--- src/rtl/clause_queue_if.sv ---
// Clause queue bus: distributor push lane, engine pop handshake and status.
// The slave modport is the queue itself; the master modport is whoever drives it.
interface clause_queue_if #(
    parameter int VAR_W   = 11,
    parameter int CLA_LEN = 3,
    parameter int DEPTH   = 16
);
    localparam int CW = $clog2(DEPTH) + 1;

    logic [VAR_W*CLA_LEN-1:0] clause_in;
    logic                     grant_in;
    logic                     full_out;
    logic                     flush_in;
    logic [VAR_W*CLA_LEN-1:0] clause_out;
    logic                     valid_out;
    logic                     ready_in;
    logic [CW-1:0]            count_out;
    logic                     empty_out;
    logic                     overflow_out;

    modport slave (
        input  clause_in, grant_in, flush_in, ready_in,
        output full_out, clause_out, valid_out, count_out, empty_out, overflow_out
    );

    modport master (
        output clause_in, grant_in, flush_in, ready_in,
        input  full_out, clause_out, valid_out, count_out, empty_out, overflow_out
    );
endinterface

--- src/rtl/clause_queue.sv ---
// Per-engine receive-side clause FIFO with early full (skid-absorbing) back-pressure,
// sticky overflow flag and a synchronous flush.
module clause_queue #(
    parameter int VAR_W   = 11,
    parameter int CLA_LEN = 3,
    parameter int DEPTH   = 16,
    parameter int SKID    = 2
) (
    input  logic         clock,
    input  logic         reset,
    clause_queue_if.slave bus
);
    localparam int W  = VAR_W * CLA_LEN;
    localparam int AW = $clog2(DEPTH);
    localparam int CW = AW + 1;

    logic [W-1:0]  mem [DEPTH];
    logic [AW-1:0] wr_ptr;
    logic [AW-1:0] rd_ptr;
    logic [CW-1:0] count;
    logic [CW-1:0] count_next;
    logic          full_q;
    logic          overflow_q;
    logic          valid;
    logic          push;
    logic          pop;
    logic          drop;

    assign valid = (count != '0);
    assign pop   = valid && bus.ready_in && !bus.flush_in;
    assign push  = bus.grant_in && ((count < CW'(DEPTH)) || pop) && !bus.flush_in;
    // A grant is lost only when every slot is occupied and nothing leaves this cycle.
    assign drop  = bus.grant_in && !bus.flush_in && (count == CW'(DEPTH)) && !pop;

    always_comb begin
        count_next = count;
        if (bus.flush_in) begin
            count_next = '0;
        end else if (push && !pop) begin
            count_next = count + CW'(1);
        end else if (pop && !push) begin
            count_next = count - CW'(1);
        end
    end

    always_ff @(posedge clock or negedge reset) begin
        if (!reset) begin
            wr_ptr     <= '0;
            rd_ptr     <= '0;
            count      <= '0;
            full_q     <= 1'b0;
            overflow_q <= 1'b0;
        end else begin
            if (bus.flush_in) begin
                wr_ptr <= '0;
                rd_ptr <= '0;
            end else begin
                if (push) wr_ptr <= wr_ptr + AW'(1);
                if (pop)  rd_ptr <= rd_ptr + AW'(1);
            end
            count  <= count_next;
            // Raised SKID entries early so grants already in flight still find room.
            full_q <= (count_next >= CW'(DEPTH - SKID));
            if (drop) overflow_q <= 1'b1;
        end
    end

    always_ff @(posedge clock) begin
        if (push) mem[wr_ptr] <= bus.clause_in;
    end

    assign bus.valid_out    = valid;
    assign bus.clause_out   = valid ? mem[rd_ptr] : '0;
    assign bus.count_out    = count;
    assign bus.empty_out    = !valid;
    assign bus.full_out     = full_q;
    assign bus.overflow_out = overflow_q;
endmodule

--- src/flat_wrapper.sv ---
// flat-port wrapper written by rule: the top's interface ports become plain ports
module clause_queue_flat 
#(
    parameter int VAR_W   = 11,
    parameter int CLA_LEN = 3,
    parameter int DEPTH   = 16,
    parameter int SKID    = 2
)
  (clock, reset, bus_clause_in, bus_grant_in, bus_flush_in, bus_ready_in, bus_full_out, bus_clause_out, bus_valid_out, bus_count_out, bus_empty_out, bus_overflow_out);
  clause_queue_if #(.VAR_W(VAR_W), .CLA_LEN(CLA_LEN), .DEPTH(DEPTH)) bus_i ();
  input  logic clock;
  input  logic reset;
  input wire logic [$bits(bus_i.clause_in)-1:0] bus_clause_in;
  input wire logic [$bits(bus_i.grant_in)-1:0] bus_grant_in;
  input wire logic [$bits(bus_i.flush_in)-1:0] bus_flush_in;
  input wire logic [$bits(bus_i.ready_in)-1:0] bus_ready_in;
  output wire logic [$bits(bus_i.full_out)-1:0] bus_full_out;
  output wire logic [$bits(bus_i.clause_out)-1:0] bus_clause_out;
  output wire logic [$bits(bus_i.valid_out)-1:0] bus_valid_out;
  output wire logic [$bits(bus_i.count_out)-1:0] bus_count_out;
  output wire logic [$bits(bus_i.empty_out)-1:0] bus_empty_out;
  output wire logic [$bits(bus_i.overflow_out)-1:0] bus_overflow_out;
  assign bus_i.clause_in = bus_clause_in;
  assign bus_i.grant_in = bus_grant_in;
  assign bus_i.flush_in = bus_flush_in;
  assign bus_i.ready_in = bus_ready_in;
  assign bus_full_out = bus_i.full_out;
  assign bus_clause_out = bus_i.clause_out;
  assign bus_valid_out = bus_i.valid_out;
  assign bus_count_out = bus_i.count_out;
  assign bus_empty_out = bus_i.empty_out;
  assign bus_overflow_out = bus_i.overflow_out;
  clause_queue #(.VAR_W(VAR_W), .CLA_LEN(CLA_LEN), .DEPTH(DEPTH), .SKID(SKID)) u_core (.clock(clock), .reset(reset), .bus(bus_i));
endmodule
--- config.mk ---
export PLATFORM = sky130hd
export DESIGN_NAME = clause_queue_flat
export DESIGN_NICKNAME = d
export VERILOG_FILES = /design/src/rtl/clause_queue_if.sv /design/src/rtl/clause_queue.sv /design/src/flat_wrapper.sv
export SDC_FILE = /design/constraint.sdc
export NUM_CORES = 1
export LEC_CHECK = 0
export ABC_AREA = 0
export ABC_CLOCK_PERIOD_IN_PS = 6600
export BUFFER_PORTS_ARGS = -buffer_cell sky130_fd_sc_hd__clkbuf_2
export CAP_MARGIN = 20
export CELL_PAD_IN_SITES_DETAIL_PLACEMENT = 1
export CELL_PAD_IN_SITES_GLOBAL_PLACEMENT = 2
export CORE_MARGIN = 5
export CORE_UTILIZATION = 25
export CTS_BUF_LIST = sky130_fd_sc_hd__clkbuf_4 sky130_fd_sc_hd__clkbuf_8
export DETAILED_ROUTE_END_ITERATION = 10
export MAX_ROUTING_LAYER = met4
export PLACE_DENSITY = 0.46
export SLEW_MARGIN = 20
export SYNTH_ARGS = -nofsm -noshare
export SYNTH_HDL_FRONTEND = slang
export SYNTH_SLANG_ARGS = --single-unit
--- constraint.sdc ---
create_clock -name clock -period 6.6 [get_ports clock]
set_input_delay 0.33 -clock clock [delete_from_list [all_inputs] [get_ports clock]]
set_output_delay 0.33 -clock clock [all_outputs]
set_load 0.005 [all_outputs]
==> results.cfg, run 1 <==
[setup_path]
path_buf_inv = 2
critPathKind = flop to output port
crit_path_cell_trace = buf_4 > mux2i_1 > o221ai_1 > o22ai_1 > a211oi_1 > clkbuf_2
max_stage_delay_ns = 0.96
reg2reg_depth = 5
cp_top_family = buffers and inverters
slowest_stage = dfrtp_4
worst-path-stages = 6
arrival_ns = 3.74
end_kind = output port
critPathMaxFanout = 43
cp.required_ns = 6.27
cp-start-kind = flop

[power_and_ir_drop]
peakVddDrop_uv = 136
p_per_area_nw_per_um2 = 329
total_power_mw = 8.24
power.leakage_nw = 7.73

[final_layout]
fillers = 8648
nets = 1276
fin_util_pct = 29.6
drive_gt1_share_pct = 27.9
finish.instance_area_um2 = 25100
syn2layout_area_growth_pct = 17.9

[clock_tree]
ctsHtreeMaxLevel = 3
cts.sinks = 543
clk_latency_ns = 0.68
cts_tree = built
numCtsBuffers = 101
clockBufferDepth = 3
clk_pin_slew_ns = 0.06
root_buffer = clkbuf_8
post-cts-setup-buffers = 0

[logic_synthesis]
ys_ff_latch = 543
synth_cell_types = 49
synth_fp_nets = 1126
synth-edff-count = 528
post-synth-top-count-cell = edfxtp_1
async_flop_share_pct = 2.76
synth_area_um2 = 21300
syn_avg_cell_area_um2 = 19.7
synth.top_cell.area_share_pct = 74.6
synth_common_cells = edfxtp_1 (528), mux2i_1 (133), mux4_2 (66), o221ai_1 (66), nand2_1 (43)
synth_cells = 1080
ys.flop_type = edfxtp_1
ys_top_cells_by_area = edfxtp_1 (75%), mux4_2 (7.0%), mux2i_1 (6.3%), o221ai_1 (2.7%), dfrtp_1 (1.8%)
seq_area_frac_synth_pct = 76.3
ys_warn_count = 0
synth_top_area_cell = edfxtp_1

[timing]
fmax_mhz = 246
slew_violations = 0
setup_viol = 0
finalHoldViolations = 0
max_slew_margin_pct = 32.9
grt_setup_unrepaired = false
worstMarginPinSlew_ns = 1.01
final.setup_skew_ns = 0.0229
final.min_clock_period_ns = 4.07
final.setup.tns_ns = 0
fin_crit_sh_pct = 61.7
hold_ws_ns = 0.0657

[global_route]
overflow = 0
grt_start_max_net_pins = 68
grt_pass1_wl_mm = 89.2
grt_pass1_vias = 12400
track_usage_pct = 13.9
grt_antenna_before_repair = 4

[job]
cap_violations = 0

[drt]
vias = 11100
dr.first_iter.drc_count = 606
wl_per_cell_um = 25.2
ant_nets = 0
dr.pass1.iters = 4
drc = 0
totalWireLength_mm = 61.7
vias_per_cell = 4.54

[placed_design]
dp.final_hpwl_mm = 31.0
routabilityCongestion = 0.682
place_area_um2 = 23100
io_buffers = 79

[die]
pin_count = 80
die_x_um = 302
die-area_um2 = 91000
die_y_um = 302
initial_core_util_pct = 25.1
core-area_um2 = 84700
fp-row-count = 107

[min_path]
hold_class = primary input to flop
whs_path_depth = 1

[run_status]
status = finished, final reports clean
[path summary, 6_finish.rpt]
kind / slack [ns] / start / end
max in group asynchronous: 6.05 / reset / u_core.rd_ptr[0]
hold reg to reg: 0.50 / u_core.bus.overflow_out / u_core.bus.overflow_out
setup / recovery: 2.53 / u_core.rd_ptr[0] / bus_clause_out[5]
hold / removal: 0.07 / bus_clause_in[19] / u_core.mem[10][19]
setup reg to reg: 3.71 / u_core.bus.count_out[4] / u_core.mem[14][1]
min in group asynchronous: 0.16 / reset / u_core.wr_ptr[3]
[report_power, final]
group | internal [mW] | switching [mW] | leakage (nW)
clock network | 1.70 | 1.42 | 1.01
registers | 3.83 | 0.0796 | 4.95
logic | 0.530 | 0.682 | 1.77
total | 6.06 | 2.18 | 7.73
[cells in the final DEF (no fill, tap or decap), types with 6 or more instances in the layout]
master / instances
clkbuf_8: 102
edfxtp_1: 528
dfrtp_1: 11
clkbuf_4: 41
mux2i_1: 133
nand3_1: 6
o22ai_1: 34
ha_1: 8
nor2_1: 12
a211oi_1: 33
mux4_2: 66
nand2_1: 42
buf_4: 28
clkbuf_2: 79
nor2_4: 11
o221ai_1: 66
inv_1: 8
clkinv_1: 24
[through the flow]
stage                     cells  worst slack (ns)
after floorplan            1080              1.52
after global routing       2451              2.25
final                      2451              2.53
after detailed placement   2268              3.16
after global placement     2268              3.09
after CTS                  2448              2.40
[kinds of logic after synthesis]
group,count (synthesis),share of synthesized area (%)
flip-flops,543,76.3
multiplexers,199,13.3
AO/OA/AOI/OAI,150,5.61
AND/OR/NAND/NOR,100,2.34
buffers and inverters,74,1.75
adder cells (fa/ha/maj),8,0.471
XOR/XNOR,6,0.247
[metal layers]
layer | vias up | track usage [%] | share of wire (%) | wire length [um]
met4 | 0 | 3.95 | 2.2 | 1350
met5 | - | - | 0 | 0
li1 | 4839 | - | - | -
met1 | 5967 | 17.6 | 44 | 27400
met2 | 208 | 23.0 | 50 | 30700
met3 | 109 | 2.52 | 3.6 | 2240
[sequential cells by signal, summed over array words and instances, names as in the netlist]
register,count
u_core.bus.count_out,5
u_core.bus.full_out,1
u_core.bus.overflow_out,1
u_core.mem,528
u_core.rd_ptr,4
u_core.wr_ptr,4
[area by class of cell]
| cell class | count | area (um^2) | share of cell area (%) |
|---|---|---|---|
| Multi-Input combinational cell | 463 | 4790 | 19.1 |
| Tap cell | 1144 | 1430 | 5.71 |
| Clock inverter | 34 | 195 | 0.778 |
| Sequential cell | 543 | 16200 | 64.8 |
| Clock buffer | 143 | 1710 | 6.83 |
| Inverter | 10 | 40.0 | 0.160 |
| Antenna cell | 3 | 7.51 | 0.0299 |
| Timing Repair Buffer | 111 | 656 | 2.61 |
[repair_timing]
| item | 4_1_cts | 5_1_grt |
|---|---|---|
| hold buffers | 3 | 0 |
| resized for setup | 0 | 0 |
| endpoints found under the hold margin | 25 | 0 |
No activity file was read; power rests on OpenSTA's default activity.
==> inputs of run 2 (changes only) <==
--- a/config.mk
+++ b/config.mk
@@ -6,7 +6,7 @@
 export NUM_CORES = 1
 export LEC_CHECK = 0
 export ABC_AREA = 0
-export ABC_CLOCK_PERIOD_IN_PS = 6600
+export ABC_CLOCK_PERIOD_IN_PS = 3600
 export BUFFER_PORTS_ARGS = -buffer_cell sky130_fd_sc_hd__clkbuf_2
 export CAP_MARGIN = 20
 export CELL_PAD_IN_SITES_DETAIL_PLACEMENT = 1
@@ -16,7 +16,7 @@
 export CTS_BUF_LIST = sky130_fd_sc_hd__clkbuf_4 sky130_fd_sc_hd__clkbuf_8
 export DETAILED_ROUTE_END_ITERATION = 10
 export MAX_ROUTING_LAYER = met4
-export PLACE_DENSITY = 0.46
+export PLACE_DENSITY = 0.47
 export SLEW_MARGIN = 20
 export SYNTH_ARGS = -nofsm -noshare
 export SYNTH_HDL_FRONTEND = slang
==> constraint.sdc (replaced) <==
create_clock -name clock -period 3.6 [get_ports clock]
set_input_delay 0.18 -clock clock [delete_from_list [all_inputs] [get_ports clock]]
set_output_delay 0.18 -clock clock [all_outputs]
set_load 0.005 [all_outputs]
==> results.cfg, run 2 (synthesis results as in run 1) <==
[power_and_ir_drop]
share_comb_of_total_power_pct = 16.0
power.leakage_nw = 8.01
power_switching_mw = 3.94
p_per_area_nw_per_um2 = 584
switching_share_pct = 26.3
total_power_mw = 15.0
peakVddDrop_uv = 331
internal_power_mw = 11.0
pwr-share-clk_pct = 36.6
pwr-share-seq_pct = 47.5

[die]
pin_count = 80
fp-row-count = 107
die_y_um = 302
die-area_um2 = 91000
initial_core_util_pct = 25.1
core-area_um2 = 84700
die_x_um = 302

[global_route]
grt_start_max_net_pins = 47
grt_pass1_wl_mm = 88.0
grt_antenna_before_repair = 2
track_usage_pct = 13.7
overflow = 0
met2_usage_pct = 22.5
grt_busiest_layer = met2
use_met1_pct = 17.6
met3_usage_pct = 2.53
grt_pass1_vias = 12500

[min_path]
hold_start = bus_clause_in[22]
whs_path_depth = 2
hold_class = primary input to flop

[clock_tree]
root_buffer = clkbuf_8
numCtsBuffers = 98
cts_tree = built
clockBufferDepth = 3
clk_latency_ns = 0.67
cts.sinks = 543
ctsHtreeMaxLevel = 3
clk_pin_slew_ns = 0.06

[timing]
final.setup_skew_ns = 0.0232
slew_violations = 0
finalHoldViolations = 0
fmax_mhz = 306
setup_viol = 0
hold_ws_ns = 0.463
grt_setup_unrepaired = false
final.min_clock_period_ns = 3.27
worstMarginPinSlew_ns = 0.883
max_slew_margin_pct = 41.1
timing.final.ws_setup_ns = 0.329
fin_crit_sh_pct = 90.9

[setup_path]
path_buf_inv = 2
worst-path-stages = 5
reg2reg_depth = 5
r2r_start = u_core.bus.count_out[4]
critPathMaxFanout = 46
crit_path_cell_trace = buf_4 > mux4_2 > o22ai_1 > a211oi_1 > clkbuf_2
end_kind = output port
max_stage_delay_ns = 0.72
cp.required_ns = 3.42
critPathKind = flop to output port
cp_top_family = buffers and inverters
cp-start-kind = flop
arrival_ns = 3.09
slowest_stage = buf_4
startpoint = u_core.rd_ptr[1]

[placed_design]
dpl_worst_slack_ns = 0.537
dp.final_hpwl_mm = 33.2
place_area_um2 = 23400
io_buffers = 79
routabilityCongestion = 0.689

[final_layout]
fin_util_pct = 30.3
final_common_cell = edfxtp_1
largest_register_ffs = 528
nets = 1333
regMostFlops = u_core.mem
drive_gt1_share_pct = 28.1
finish.instance_area_um2 = 25600
layout_common_cells = edfxtp_1 (528), mux2i_1 (133), clkbuf_8 (101)
syn2layout_area_growth_pct = 20.6

[drt]
vias = 11200
dr.first_iter.drc_count = 570
ant_nets = 0
wl_per_cell_um = 24.4
dr.pass1.iters = 4
totalWireLength_mm = 61.1
vias_per_cell = 4.46
drc = 0

[job]
cap_violations = 0

[run_status]
status = finished, final reports clean
==> run 2: cell types whose count changed in the layout (fill, tap and decap cells not counted), sizes merged <==
cell,previous run,this run
dlygate4sd3,3,41
buf,29,50
clkbuf,222,214
clkinv,28,34
diode,3,1
bufinv,1,0
clkinvlp,1,2
inv,14,13
nand2b,2,3
==> run 2: final timing paths <==
| check | endpoint | slack [ns] |
|---|---|---|
| max in group asynchronous | u_core.rd_ptr[1] | 2.29 |
| min in group asynchronous | u_core.bus.count_out[1] | 0.69 |
| hold / removal | u_core.mem[4][22] | 0.46 |
| setup / recovery | bus_clause_out[2] | 0.33 |
| hold reg to reg | u_core.bus.overflow_out | 0.48 |
| setup reg to reg | u_core.mem[9][23] | 1.08 |
==> run 2: power by group through the flow <==
| stage | clock network [mW] | registers [mW] | logic (mW) |
|---|---|---|---|
| 2_1_floorplan | 0 | 7.18 | 1.58 |
| 3_3_place_gp | 0 | 7.24 | 2.45 |
| 3_5_place_dp | 0 | 7.25 | 2.45 |
| 4_1_cts | 5.71 | 7.12 | 2.50 |
| 5_1_grt | 6.01 | 7.12 | 2.60 |
| 6_report | 5.48 | 7.12 | 2.39 |
==> run 2: per-stage QoR <==
stage	cells	TNS (ns)
finish	2506	0
global route	2506	0
CTS	2504	0
detailed placement	2289	0
global placement	2289	0
floorplan	1080	-114.05
==> run 2: layout make-up <==
type | instances | area, um^2
diodes | 1 | 2.50
clock buffers | 135 | 1650
clock inverters | 39 | 179
fillers | 8644 | 59100
inverters | 10 | 37.5
multi-input cells | 464 | 4800
flip-flops and latches | 543 | 16200
well taps | 1144 | 1430
repair buffers | 170 | 1310
==> run 2: timing repair <==
action | in CTS | in global routing
setup buffers | 0 | 0
gates cloned | 0 | 1
hold endpoints to repair | 555 | 0
resized for setup | 1 | 0
endpoints found under the setup margin | 1 | 1
hold buffers | 41 | 0
==> run 2: metal layers <==
metal / vias up / part of all wire (%)
met3: 97 / 3.1
met1: 5952 / 46
met4: 0 / 2.0
met2: 171 / 49
met5: - / 0
li1: 4947 / -
